## config.mk

```make
export PLATFORM = sky130hd
export DESIGN_NAME = pipe_skid_rx
export DESIGN_NICKNAME = d
export VERILOG_FILES = /design/src/rtl/pipe_pkg.sv /design/src/rtl/pipe_data_reg.sv /design/src/rtl/pipe_skid_rx.sv
export SDC_FILE = /design/constraint.sdc
export NUM_CORES = 1
export LEC_CHECK = 0
export CAP_MARGIN = 40
export CORE_MARGIN = 2
export CORE_UTILIZATION = 30
export DETAILED_ROUTE_END_ITERATION = 16
export GPL_TIMING_DRIVEN = 0
export PLACE_DENSITY = 0.65
export SYNTH_ARGS = -nofsm -noshare
export SYNTH_HDL_FRONTEND = slang
export SYNTH_HIERARCHICAL = 1
export SYNTH_SLANG_ARGS = --single-unit
```

## constraint.sdc

```tcl
create_clock -name clock -period 10.35 [get_ports clock]
set_input_delay 2.07 -clock clock [delete_from_list [all_inputs] [get_ports clock]]
set_output_delay 2.07 -clock clock [all_outputs]
set_load 0.005 [all_outputs]
```

## src/rtl/pipe_pkg.sv

```systemverilog
// -----------------------------------------------------------------------------
// pipe_pkg
// Shared types and constants for the pipe_skid_rx receive skid buffer.
//   pipe_state_t   : occupancy state of the skid buffer (EMPTY / ONE / TWO)
//   PIPE_WIDTH_DEF : default payload width
//   STALL_CNT_W    : width of the optional stall counter
// No ports (package).
// -----------------------------------------------------------------------------
package pipe_pkg;

    typedef enum logic [1:0] {
        EMPTY = 2'd0,
        ONE   = 2'd1,
        TWO   = 2'd2
    } pipe_state_t;

    localparam int PIPE_WIDTH_DEF = 32;
    localparam int STALL_CNT_W    = 16;

endpackage

```

## src/rtl/pipe_data_reg.sv

```systemverilog
// -----------------------------------------------------------------------------
// pipe_data_reg
// WIDTH-bit payload register with load enable and no reset. The payload only
// matters when the surrounding control says it is valid, so it is left
// uninitialised.
// Ports:
//   clock  : rising-edge clock
//   load_i : capture d_i on this edge
//   d_i    : next payload
//   q_o    : held payload (directly from the flops)
// -----------------------------------------------------------------------------
module pipe_data_reg
    import pipe_pkg::*;
#(
    parameter int WIDTH = PIPE_WIDTH_DEF
) (
    input  logic             clock,
    input  logic             load_i,
    input  logic [WIDTH-1:0] d_i,
    output logic [WIDTH-1:0] q_o
);

    logic [WIDTH-1:0] data_q;

    always_ff @(posedge clock) begin
        if (load_i) begin
            data_q <= d_i;
        end
    end

    assign q_o = data_q;

endmodule

```

## src/rtl/pipe_skid_rx.sv

```systemverilog
// -----------------------------------------------------------------------------
// pipe_skid_rx
// Two-entry skid buffer between a registered upstream producer and a
// downstream consumer. in_ready, out_valid and out_data all come straight
// from flops, so no combinational path crosses the block in either direction.
// Full throughput is kept with out_ready high; when the consumer stalls, the
// word already in flight from upstream lands in the skid register.
//
// Optional build macro: PIPE_SKID_STATS_EN adds the stall_count port, a
// saturating count of cycles with out_valid=1 and out_ready=0.
//
// Ports:
//   clock       : rising-edge clock
//   reset       : synchronous, active-high reset (control only)
//   in_valid    : upstream word present
//   in_data     : upstream payload
//   in_ready    : block can accept (registered)
//   out_valid   : out_data holds a valid word (registered)
//   out_data    : payload from the main register
//   out_ready   : downstream accepts
//   stall_count : saturating stall counter (PIPE_SKID_STATS_EN only)
// -----------------------------------------------------------------------------
module pipe_skid_rx
    import pipe_pkg::*;
#(
    parameter int WIDTH = PIPE_WIDTH_DEF
) (
    input  logic                   clock,
    input  logic                   reset,
    input  logic                   in_valid,
    input  logic [WIDTH-1:0]       in_data,
    output logic                   in_ready,
    output logic                   out_valid,
    output logic [WIDTH-1:0]       out_data,
    input  logic                   out_ready
`ifdef PIPE_SKID_STATS_EN
    ,
    output logic [STALL_CNT_W-1:0] stall_count
`endif
);

    pipe_state_t      state_q;
    logic             in_ready_q;
    logic             out_valid_q;
    logic             in_fire;
    logic             out_fire;
    logic             main_load;
    logic             skid_load;
    logic [WIDTH-1:0] main_d;
    logic [WIDTH-1:0] main_q;
    logic [WIDTH-1:0] skid_q;

    assign in_fire  = in_valid & in_ready_q;
    assign out_fire = out_valid_q & out_ready;

    // Data-path load enables. Gated by reset so nothing moves while the
    // control is being cleared.
    always_comb begin
        main_load = 1'b0;
        skid_load = 1'b0;
        main_d    = in_data;
        if (!reset) begin
            case (state_q)
                EMPTY: main_load = in_fire;
                ONE: begin
                    main_load = in_fire & out_fire;
                    skid_load = in_fire & ~out_fire;
                end
                TWO: begin
                    // Draining: the skid word moves up into main.
                    main_load = out_fire;
                    main_d    = skid_q;
                end
                default: begin
                    main_load = 1'b0;
                    skid_load = 1'b0;
                end
            endcase
        end
    end

    pipe_data_reg #(.WIDTH(WIDTH)) u_main (
        .clock  (clock),
        .load_i (main_load),
        .d_i    (main_d),
        .q_o    (main_q)
    );

    pipe_data_reg #(.WIDTH(WIDTH)) u_skid (
        .clock  (clock),
        .load_i (skid_load),
        .d_i    (in_data),
        .q_o    (skid_q)
    );

    // Occupancy FSM. in_ready and out_valid are registered from the next
    // state: in_ready = (next != TWO), out_valid = (next != EMPTY).
    always_ff @(posedge clock) begin
        if (reset) begin
            state_q     <= EMPTY;
            in_ready_q  <= 1'b0;
            out_valid_q <= 1'b0;
        end else begin
            case (state_q)
                EMPTY: begin
                    in_ready_q <= 1'b1;
                    if (in_fire) begin
                        state_q     <= ONE;
                        out_valid_q <= 1'b1;
                    end else begin
                        out_valid_q <= 1'b0;
                    end
                end
                ONE: begin
                    if (in_fire && !out_fire) begin
                        state_q     <= TWO;
                        in_ready_q  <= 1'b0;
                        out_valid_q <= 1'b1;
                    end else if (!in_fire && out_fire) begin
                        state_q     <= EMPTY;
                        in_ready_q  <= 1'b1;
                        out_valid_q <= 1'b0;
                    end else begin
                        in_ready_q  <= 1'b1;
                        out_valid_q <= 1'b1;
                    end
                end
                TWO: begin
                    out_valid_q <= 1'b1;
                    if (out_fire) begin
                        state_q    <= ONE;
                        in_ready_q <= 1'b1;
                    end else begin
                        in_ready_q <= 1'b0;
                    end
                end
                default: begin
                    state_q     <= EMPTY;
                    in_ready_q  <= 1'b0;
                    out_valid_q <= 1'b0;
                end
            endcase
        end
    end

    assign in_ready  = in_ready_q;
    assign out_valid = out_valid_q;
    assign out_data  = main_q;

`ifdef PIPE_SKID_STATS_EN
    logic [STALL_CNT_W-1:0] stall_q;

    function automatic logic [STALL_CNT_W-1:0] sat_inc(input logic [STALL_CNT_W-1:0] v);
        if (&v) begin
            return v;
        end
        return v + 1'b1;
    endfunction

    always_ff @(posedge clock) begin
        if (reset) begin
            stall_q <= '0;
        end else if (out_valid_q && !out_ready) begin
            stall_q <= sat_inc(stall_q);
        end
    end

    assign stall_count = stall_q;
`endif

endmodule
```

### After elaboration in Yosys (flattened, before gate mapping)

Cells that the tools add are included.

| storage, ports and cells | value |
|---|---|
| output and inout bits | 34 |
| bits in registers | 68 |
| bits of input ports | 36 |
| logic and storage cells | 39 |

| cells by class | value |
|---|---|
| reduce and logical (&&, ||, !) cells | 6 |
| mux-type cells | 18 |
| equality and inequality tests | 5 |
| bitwise logic cells | 5 |

Operators by type and width:

| operator | number |
|---|---|
| $mux W32 | 2 |
| $pmux W1 S3 | 3 |
| $mux W1 | 8 |
| $mux W2 | 4 |
| $pmux W2 S3 | 1 |
| $and A1 B1 Y1 | 4 |
| $ne A2 B2 Y1 const B | 2 |
| $ne A3 B3 Y1 const B | 1 |
| $reduce_and A3 Y1 | 1 |
| $eq A2 B1 Y1 const B | 1 |
| $eq A2 B2 Y1 const B | 1 |
| $logic_and A1 B1 Y1 | 2 |
| $logic_not A1 Y1 | 2 |
| $logic_not A2 Y1 | 1 |
| $not A1 Y1 | 1 |

### Longest topological paths before layout

Gate-level depths: netlist of run 1.

| logic depth | value |
|---|---|
| depth in word-level cells | 6 |
| gate-level depth with buffers | 6 |
| gate-level depth less buffers | 5 |

### Cells and area by module

The synthesis of run 1 kept the hierarchy.

Modules (own cells, without submodules):

| module | times used | area an instance (µm²) | seq. area each (µm²) | cells an instance |
|---|---|---|---|---|
| pipe_data_reg | 2 | 960.9 | 960.9 | 32 |
| pipe_skid_rx | 1 | 777.0 | 80.1 | 62 |

### Worst setup path after synthesis of run 1

No wires, ideal clock.

| path | value |
|---|---|
| path kind | input to register |
| from | input port in_valid |
| to | register u_skid.data_q[0], in the netlist u_skid/q_o[0] (enable) |
| slack | 4.060 ns |
| data required time | 9.837 ns |
| stages on the path | 4 |
| data arrival time | 5.777 ns |
| library setup time | 0.513 ns |
| buffers on the path | 1 |
| path through | and2_1 -> clkbuf_2 -> inv_1 -> nor4b_1 |

| on the way | value |
|---|---|
| longest elaborated chain between the ends | 4 |

RTL lines:

| item | RTL line | source |
|---|---|---|
| start, declared | pipe_skid_rx.sv:30 | `input logic in_valid,` |
| $and A1 B1 Y1 | pipe_skid_rx.sv:53 | `assign in_fire = in_valid & in_ready_q;` |
| $and A1 B1 Y1 | pipe_skid_rx.sv:67 | `skid_load = in_fire & ~out_fire;` |
| $mux W1 | pipe_skid_rx.sv:63 | `case (state_q)` |
| $mux W1 | pipe_skid_rx.sv:62 | `if (!reset) begin` |
| named net skid_load | pipe_skid_rx.sv:48 | `logic skid_load;` |
| end signal, assigned | pipe_data_reg.sv:27 | `data_q <= d_i;` |
| end, declared | pipe_data_reg.sv:23 | `logic [WIDTH-1:0] data_q;` |

The timed path passes the listed nets, and every way through them passes these cells.
A chain may end at the register's enable or synchronous reset.

### Final worst setup path of run 1

| path | value |
|---|---|
| from | input port in_valid |
| to | register u_skid.data_q[30], in the netlist u_skid/q_o[30] (enable) |

The elaborated chain is that of the path after synthesis.

==> results of run 1 <==
## registers in the layout, indices dropped and copies added, names as in the netlist
register,count
state_q,2
in_ready,1
u_skid/q_o,32
u_main/q_o,32
out_valid,1
## logic make-up (layout without fill, tap and decap cells)
| kind of cell | count (synthesis) | after routing | synth area share (%) |
|---|---|---|---|
| adder cells (fa/ha/maj) | 2 | 2 | 0.927 |
| AO/OA/AOI/OAI | 8 | 8 | 2.13 |
| flip-flops | 68 | 68 | 74.2 |
| AND/OR/NAND/NOR | 10 | 10 | 2.92 |
| buffers and inverters | 6 | 96 | 2.32 |
| multiplexers | 32 | 32 | 17.5 |
## per-layer routing
layer | track usage (%) | vias to the layer above | wire length [um]
li1 | - | 667 | -
met1 | 11.7 | 661 | 1980
met2 | 15.6 | 51 | 2240
met3 | 3.97 | 10 | 297
met4 | 4.11 | 0 | 84
met5 | 0 | - | 0
## worst max-delay path, cell delays in order
cell and delay, ps:
clkdlybuf4s50_1 450, and2_1 120, clkbuf_2 150, inv_1 90
nor4b_2 740, buf_4 300, buf_4 190
## cell type report
| class | instances | area [um2] |
|---|---|---|
| Tap cell | 108 | 135 |
| Fill cell | 753 | 4890 |
| Timing Repair Buffer | 74 | 752 |
| Clock inverter | 5 | 100 |
| Sequential cell | 68 | 2000 |
| Inverter | 2 | 7.51 |
| Buffer | 4 | 55.1 |
| Multi-Input combinational cell | 52 | 652 |
| Clock buffer | 11 | 131 |
## path summary, 6_finish.rpt
kind	start	endpoint	slack [ps]	cells after the start
setup / recovery	in_valid	u_skid/q_o[30]	6260	7
hold / removal	state_q[0]	in_ready	540	1
setup reg to reg	in_ready	u_skid/q_o[30]	8130	6
hold reg to reg	state_q[0]	in_ready	540	1
## synthesized netlist by cell type (2+ instances only)
cell type   n  area [um2]
a21oi_1     2        10.0
edfxtp_1   64        1920
nand2_1     2        7.51
mux2_4     30         450
mux2_2      2        22.5
dfxtp_1     4        80.1
buf_8       2        30.0
a211oi_1    2        15.0
inv_1       2        7.51
ha_1        2        25.0
## power breakdown
part	total [mW]	leakage [nW]	switching (mW)	internal, mW
logic	0.0452	0.626	0.0144	0.0308
clock network	0.254	0.117	0.0942	0.160
registers	0.310	0.614	0.00200	0.308
## stage by stage
| stage | std cells | cell area [um2] | setup WS [ps] |
|---|---|---|---|
| final | 324 | 3830 | 6260 |
| after CTS | 324 | 3830 | 6220 |
| after global placement | 303 | 3520 | 1630 |
| after global routing | 324 | 3830 | 6070 |
| after floorplan | 126 | 2700 | 4060 |
| after detailed placement | 308 | 3600 | 5870 |
==> out/results.ini, run 1 <==
[job]
drv_cap=0

[synthesis]
synth.distinct_cells=24
synthFlopType=edfxtp_1
synth_nets=164
syn_inst=126
ys_seq_area_share_pct=74.2
synth_edf_count=64
async_reset_ff_share_pct=0
ys_ff_latch=68
synthesis.area_mm2=0.00270
synth.avg_cell_area_um2=21.4
ys_warn_count=6

[grt]
grt.overflow.total=0
grt_max_degree=21
grt_pass1_wl_um=7220
antenna_found_initial=0
first_global_vias=1454
grt_usage_pct=9.80

[timing]
finalCriticalPeriod_ps=4090
whs_ps=542
fin_crit_sh_pct=39.5
timing.slew.headroom_pct=44.3
drv_slew=0
rsz0062_at_grt=no
clock.fmax_mhz=245
skew_ps=7.70
hold_viol=0
setup_viol=0
setup_tns_ps=0
tightest_slew_ps=833

[floorplanning]
die_area_mm2=0.00977
dieWidth_um=98.8
ioPinCount=70
rows=34
die_h_um=98.8
core_area_mm2=0.00872
start_util_pct=30.9

[route]
antenna_left=0
via_per_inst=4.29
first_pass_iters=4
drt_wl_total_um=4600
vias=1389
dr.first_iter.drc_count=50
drc=0
detail_route.wl_per_cell_um=14.2

[clock_tree]
clkTransAtPathRegs_ps=70
cts-root-buf=clkbuf_8
clkLatencyLatePin_ps=330
cts_hold_buffers=0
clk_path_buf_depth=2
htreeDepth=3
post_cts_buffers=0
cts-buffers-inserted=9
clock_sinks=68
cts_tree=built
cts_resized=0

[place]
globalplace.congestion=0.660
port_buffers=69
hpwl_um=3340

[critical_path]
start_kind=input port
critPathMaxFanout=8
cp.required_ps=10380
worstPathArrival_ps=4120
worstSetupPathType=input port to flop
cp-end-kind=flop

[power_and_ir_drop]
peakVddDrop_v=0.0000852
p_leak_nw=1.36
p_total_mw=0.609
p_per_area_mw_per_mm2=159

[cells_and_area]
area_growth_syn_to_layout_pct=42.1
drive_above_1_share_pct=27.3
finish.utilization_pct=44.0
layout_commonest_cell=clkdlybuf4s50_1
n_antenna_cell=0
layout_common_cells=clkdlybuf4s50_1 (69), edfxtp_1 (64), mux2_4 (30), clkbuf_8 (9), dfxtp_1 (4)
fin_nets=249

[worst_hold_path]
hold_path.class=flop to flop

[outcome]
outcome=complete, no violations

(Power assumes the default switching activity.)
==> run 2: changes to the inputs <==
==> constraint.sdc (replaced) <==
create_clock -name clock -period 4.1 [get_ports clock]
set_input_delay 0.82 -clock clock [delete_from_list [all_inputs] [get_ports clock]]
set_output_delay 0.82 -clock clock [all_outputs]
set_load 0.005 [all_outputs]
==> run 2 against run 1 <==
Sequential power rose to 2.5 times the previous value. Cell count fell by 0.62%. Critical path depth fell by 1. Via count fell by 1.0%. Clock power rose by 110%. Count of clock-buffer cells in the layout did not move. Highest routed layer unchanged.
==> out/results.ini, run 2 (synthesis gave the netlist of run 1 again) <==
[grt]
grt.overflow.total=0  ; unchanged
grt_pass1_wl_um=7050  ; was 7220 um
antenna_found_initial=0  ; unchanged
grt_usage_pct=9.58  ; was 9.80%
first_global_vias=1399  ; was 1454
grt_max_degree=21  ; unchanged

[clock_tree]
cts_tree=built  ; unchanged
post_cts_buffers=0  ; unchanged
cts-buffers-inserted=9  ; unchanged
clkTransAtPathRegs_ps=70  ; about the same
htreeDepth=3  ; unchanged
clkLatencyLatePin_ps=330  ; about the same
clk_path_buf_depth=2  ; unchanged
cts_hold_buffers=0  ; unchanged
clock_sinks=68  ; unchanged
cts-root-buf=clkbuf_8  ; unchanged
cts_resized=0  ; unchanged

[route]
dr.first_iter.drc_count=45  ; was 50
detail_route.wl_per_cell_um=14.1  ; was 14.2 um
antenna_left=0  ; unchanged
via_per_inst=4.27  ; was 4.29
drt_wl_total_um=4530  ; was 4600 um
vias=1375  ; was 1389
first_pass_iters=4  ; unchanged
drc=0  ; unchanged

[cells_and_area]
layout_common_cells=clkdlybuf4s50_1 (69), edfxtp_1 (64), mux2_4 (30), clkbuf_8 (9), dfxtp_1 (4)  ; unchanged
n_antenna_cell=0  ; unchanged
layout_commonest_cell=clkdlybuf4s50_1  ; unchanged
drive_above_1_share_pct=26.6  ; was 27.3%
area_growth_syn_to_layout_pct=40.4  ; was 42.1%
fin_nets=247  ; was 249

[place]
port_buffers=69  ; unchanged
hpwl_um=3190  ; was 3340 um
globalplace.congestion=0.690  ; was 0.660
preCtsSetupSlack_ps=1130  ; was 5870 ps

[job]
drv_cap=0  ; unchanged

[floorplanning]
dieWidth_um=98.8  ; unchanged
die_h_um=98.8  ; unchanged
core_area_mm2=0.00872  ; unchanged
start_util_pct=30.9  ; unchanged
die_area_mm2=0.00977  ; unchanged
ioPinCount=70  ; unchanged
rows=34  ; unchanged

[power_and_ir_drop]
peakVddDrop_v=0.000145  ; was 0.0000852 V
p_per_area_mw_per_mm2=374  ; was 159 mW/mm2
p_leak_nw=1.33  ; was 1.36 nW
p_total_mw=1.42  ; was 0.609 mW

[timing]
setup_slack_ps=1480  ; was 6260 ps
timing.slew.headroom_pct=46.9  ; was 44.3%
setup_viol=0  ; unchanged
clock.fmax_mhz=382
fin_crit_sh_pct=63.9
rsz0062_at_grt=no  ; unchanged
tightest_slew_ps=793  ; was 833 ps
drv_slew=0  ; unchanged
hold_viol=0  ; unchanged
skew_ps=11.2  ; was 7.70 ps
finalCriticalPeriod_ps=2620

[outcome]
outcome=complete, no violations  ; unchanged

[critical_path]
start_kind=input port  ; unchanged
critPathMaxFanout=14  ; was 8
worstSetupPathType=input port to flop  ; unchanged
cp-end-kind=flop  ; unchanged
rrSetupSlack_ps=2090  ; was 8130 ps
worstPathArrival_ps=2650  ; was 4120 ps
cp.required_ps=4130  ; was 10380 ps

[worst_hold_path]
hold_path.class=flop to flop  ; unchanged

==> run 2: final timing paths <==
| path | to | from | depth (start not counted) |
|---|---|---|---|
| worst min register to register | in_ready | state_q[0] | 1 |
| worst max-delay path | u_skid/q_o[6] | in_valid | 6 |
| worst max register to register | u_skid/q_o[6] | in_ready | 5 |
| worst min-delay path | in_ready | state_q[0] | 1 |
==> run 2: cell type report <==
cell class,instances,area [um2]
buffer,4,55.1
clock buffer,11,131
clock inverter,5,52.6
fill,771,4930
inverter,2,7.51
multi-input combinational,52,661
sequential,68,2000
tap,108,135
timing repair buffer,72,744
==> run 2: power breakdown <==
| group | internal (mW) | switching (mW) |
|---|---|---|
| clock network | 0.278 | 0.242 |
| registers | 0.778 | 0.00499 |
| logic | 0.0779 | 0.0360 |
| total | 1.13 | 0.283 |
==> run 2: worst max-delay path, stage by stage <==
cell	delay, ps
clkdlybuf4s50_1	450
and2_1	120
clkbuf_2	150
inv_1	100
nor4b_4	720
buf_6	270
==> run 2: per-layer routing <==
metal,vias up,GRT usage [%],wire length (um)
li1,660,-,-
met1,656,11.7,2000
met2,50,14.7,2120
met3,9,3.90,324
met4,0,4.74,85
met5,-,0,0
==> run 2: through the flow <==
step | TNS [ps] | hold WS (ps) | util, % | instances | cell area, um2
2_1_floorplan | 0 | 481 | - | 126 | 2710
3_3_place_gp | -47420 | 520 | 40.5 | 303 | 3530
3_5_place_dp | 0 | 518 | 41.3 | 306 | 3600
4_1_cts | 0 | 527 | 43.4 | 322 | 3790
5_1_grt | 0 | 552 | 43.4 | 322 | 3790
6_report | 0 | 524 | 43.4 | 322 | 3790
==> run 3: changes to the inputs <==
==> constraint.sdc (replaced) <==
create_clock -name clock -period 2.62 [get_ports clock]
set_input_delay 0.524 -clock clock [delete_from_list [all_inputs] [get_ports clock]]
set_output_delay 0.524 -clock clock [all_outputs]
set_load 0.005 [all_outputs]
==> run 3 against run 2 <==
Worst hold slack improved by 22 ps. Register-to-register slack worse by 1500 ps. Sequential power is 56% higher. Die area stayed put. Sequential cell count did not move. Count of clock-buffer cells in the layout fell by 1. Power up 64%. Clock power rose by 78%. Global-route usage up 0.28 points. Via count is 1.5% higher. Largest cell class unchanged. Largest power group unchanged. Highest routed layer unchanged.
==> out/results.ini, run 3 (synthesis gave the netlist of run 1 again) <==
[critical_path]
start_kind=input port  ; unchanged
r2r_start=out_valid  ; was in_ready
cp.required_ps=2660  ; was 4130 ps
worstPathArrival_ps=2350  ; was 2650 ps
crit_start=out_ready  ; was in_valid
cp-end-kind=flop  ; unchanged
worstSetupPathType=input port to flop  ; unchanged
reg2reg_depth=6  ; was 5
critPathMaxFanout=17  ; was 14

[grt]
antenna_found_initial=0  ; unchanged
first_global_vias=1454  ; was 1399
grt.overflow.total=0  ; unchanged
grt_max_degree=18  ; was 21
grt_pass1_wl_um=7220  ; was 7050 um
grt_usage_pct=9.85  ; was 9.58%

[clock_tree]
post_cts_buffers=0  ; unchanged
cts_tree=built  ; unchanged
cts-root-buf=clkbuf_8  ; unchanged
cts-buffers-inserted=9  ; unchanged
cts_hold_buffers=0  ; unchanged
clk_path_buf_depth=2  ; unchanged
htreeDepth=3  ; unchanged
cts_resized=0  ; unchanged
clock_sinks=68  ; unchanged
clkLatencyLatePin_ps=330  ; about the same
clkTransAtPathRegs_ps=70  ; about the same

[power_and_ir_drop]
p_leak_nw=1.33  ; about the same
p_total_mw=2.33  ; was 1.42 mW
p_per_area_mw_per_mm2=610  ; was 374 mW/mm2
peakVddDrop_v=0.000262  ; was 0.000145 V

[route]
via_per_inst=4.34  ; was 4.27
first_pass_iters=5  ; was 4
drt_wl_total_um=4530  ; about the same
dr.first_iter.drc_count=31  ; was 45
detail_route.wl_per_cell_um=14.1  ; about the same
drc=0  ; unchanged
vias=1396  ; was 1375
antenna_left=0  ; unchanged

[cells_and_area]
fin_nets=247  ; unchanged
n_antenna_cell=0  ; unchanged
drive_above_1_share_pct=26.6  ; unchanged
finish.utilization_pct=43.8  ; was 43.4%
fin_area_mm2=0.00382  ; was 0.00379 mm2
layout_common_cells=clkdlybuf4s50_1 (69), edfxtp_1 (64), mux2_4 (30), clkbuf_8 (9), dfxtp_1 (4)  ; unchanged
layout_commonest_cell=clkdlybuf4s50_1  ; unchanged
area_growth_syn_to_layout_pct=41.5  ; was 40.4%

[timing]
setup_viol=0  ; unchanged
setup_tns_ps=0  ; unchanged
rsz0062_at_grt=no  ; unchanged
fin_crit_sh_pct=88.1
tightest_slew_ps=733  ; was 793 ps
setup_slack_ps=312  ; was 1480 ps
timing.slew.headroom_pct=50.9  ; was 46.9%
finalCriticalPeriod_ps=2310
clock.fmax_mhz=433
drv_slew=0  ; unchanged
hold_viol=0  ; unchanged
skew_ps=7.37  ; was 11.2 ps

[floorplanning]
ioPinCount=70  ; unchanged
dieWidth_um=98.8  ; unchanged
die_area_mm2=0.00977  ; unchanged
start_util_pct=30.9  ; unchanged
die_h_um=98.8  ; unchanged
rows=34  ; unchanged
core_area_mm2=0.00872  ; unchanged

[place]
preCtsSetupSlack_ps=-50.6  ; was 1130 ps
hpwl_um=3180  ; was 3190 um
dpl_cell_area_mm2=0.00360  ; unchanged
port_buffers=69  ; unchanged
globalplace.congestion=0.664  ; was 0.690

[outcome]
outcome=complete, no violations  ; unchanged

[worst_hold_path]
min_from=u_skid/q_o[17]  ; was state_q[0]
hold_path.class=flop to flop  ; unchanged
whs_path_depth=1  ; unchanged

[job]
drv_cap=0  ; unchanged

## run 3: cell types whose count changed in the layout (fill, tap and decap cells not counted)
cell,change
clkinv_1,+1
clkbuf_1,-1
clkinvlp_4,+1
bufinv_16,+1
clkinv_2,-3
inv_6,+1
## run 3: where the power goes
part	internal, mW	total, mW	leakage, nW	switching [mW]
Sequential	1.22	1.22	0.614	0.00793
Combinational	0.122	0.179	0.619	0.0575
Clock	0.536	0.927	0.101	0.391
Total	1.87	2.33	1.33	0.456
## run 3: stage by stage
step	instances	hold WS (ps)
2_1_floorplan	126	481
3_3_place_gp	303	521
3_5_place_dp	306	533
4_1_cts	322	545
5_1_grt	322	558
6_report	322	545
## run 3: final cells by class
cell class / instances / area, um2
fill: 764 / 4900
sequential: 68 / 2000
timing repair buffer: 72 / 744
multi-input combinational: 52 / 661
tap: 108 / 135
clock buffer: 10 / 128
clock inverter: 6 / 87.6
buffer: 4 / 55.1
inverter: 2 / 7.51
## run 3: worst max-delay path, stage by stage
cell             delay [ps]
clkdlybuf4s50_1         450
nand2_1                 100
inv_1                   180
ha_1                    180
nand2_1                  80
a21oi_4                 580
buf_16                  230
## run 3: worst paths after layout
path | slack [ps] | to
max | 310 | u_main/q_o[1]
min | 550 | u_main/q_o[17]
max reg2reg | 620 | u_main/q_o[1]
min reg2reg | 550 | u_main/q_o[17]
## run 3: layer usage
metal | part of all wire (%) | track usage, % | vias up
met5 | 0 | 0 | -
met4 | 1.9 | 5.69 | 0
li1 | - | - | 661
met3 | 6.3 | 3.33 | 10
met2 | 47 | 15.1 | 45
met1 | 45 | 12.1 | 680
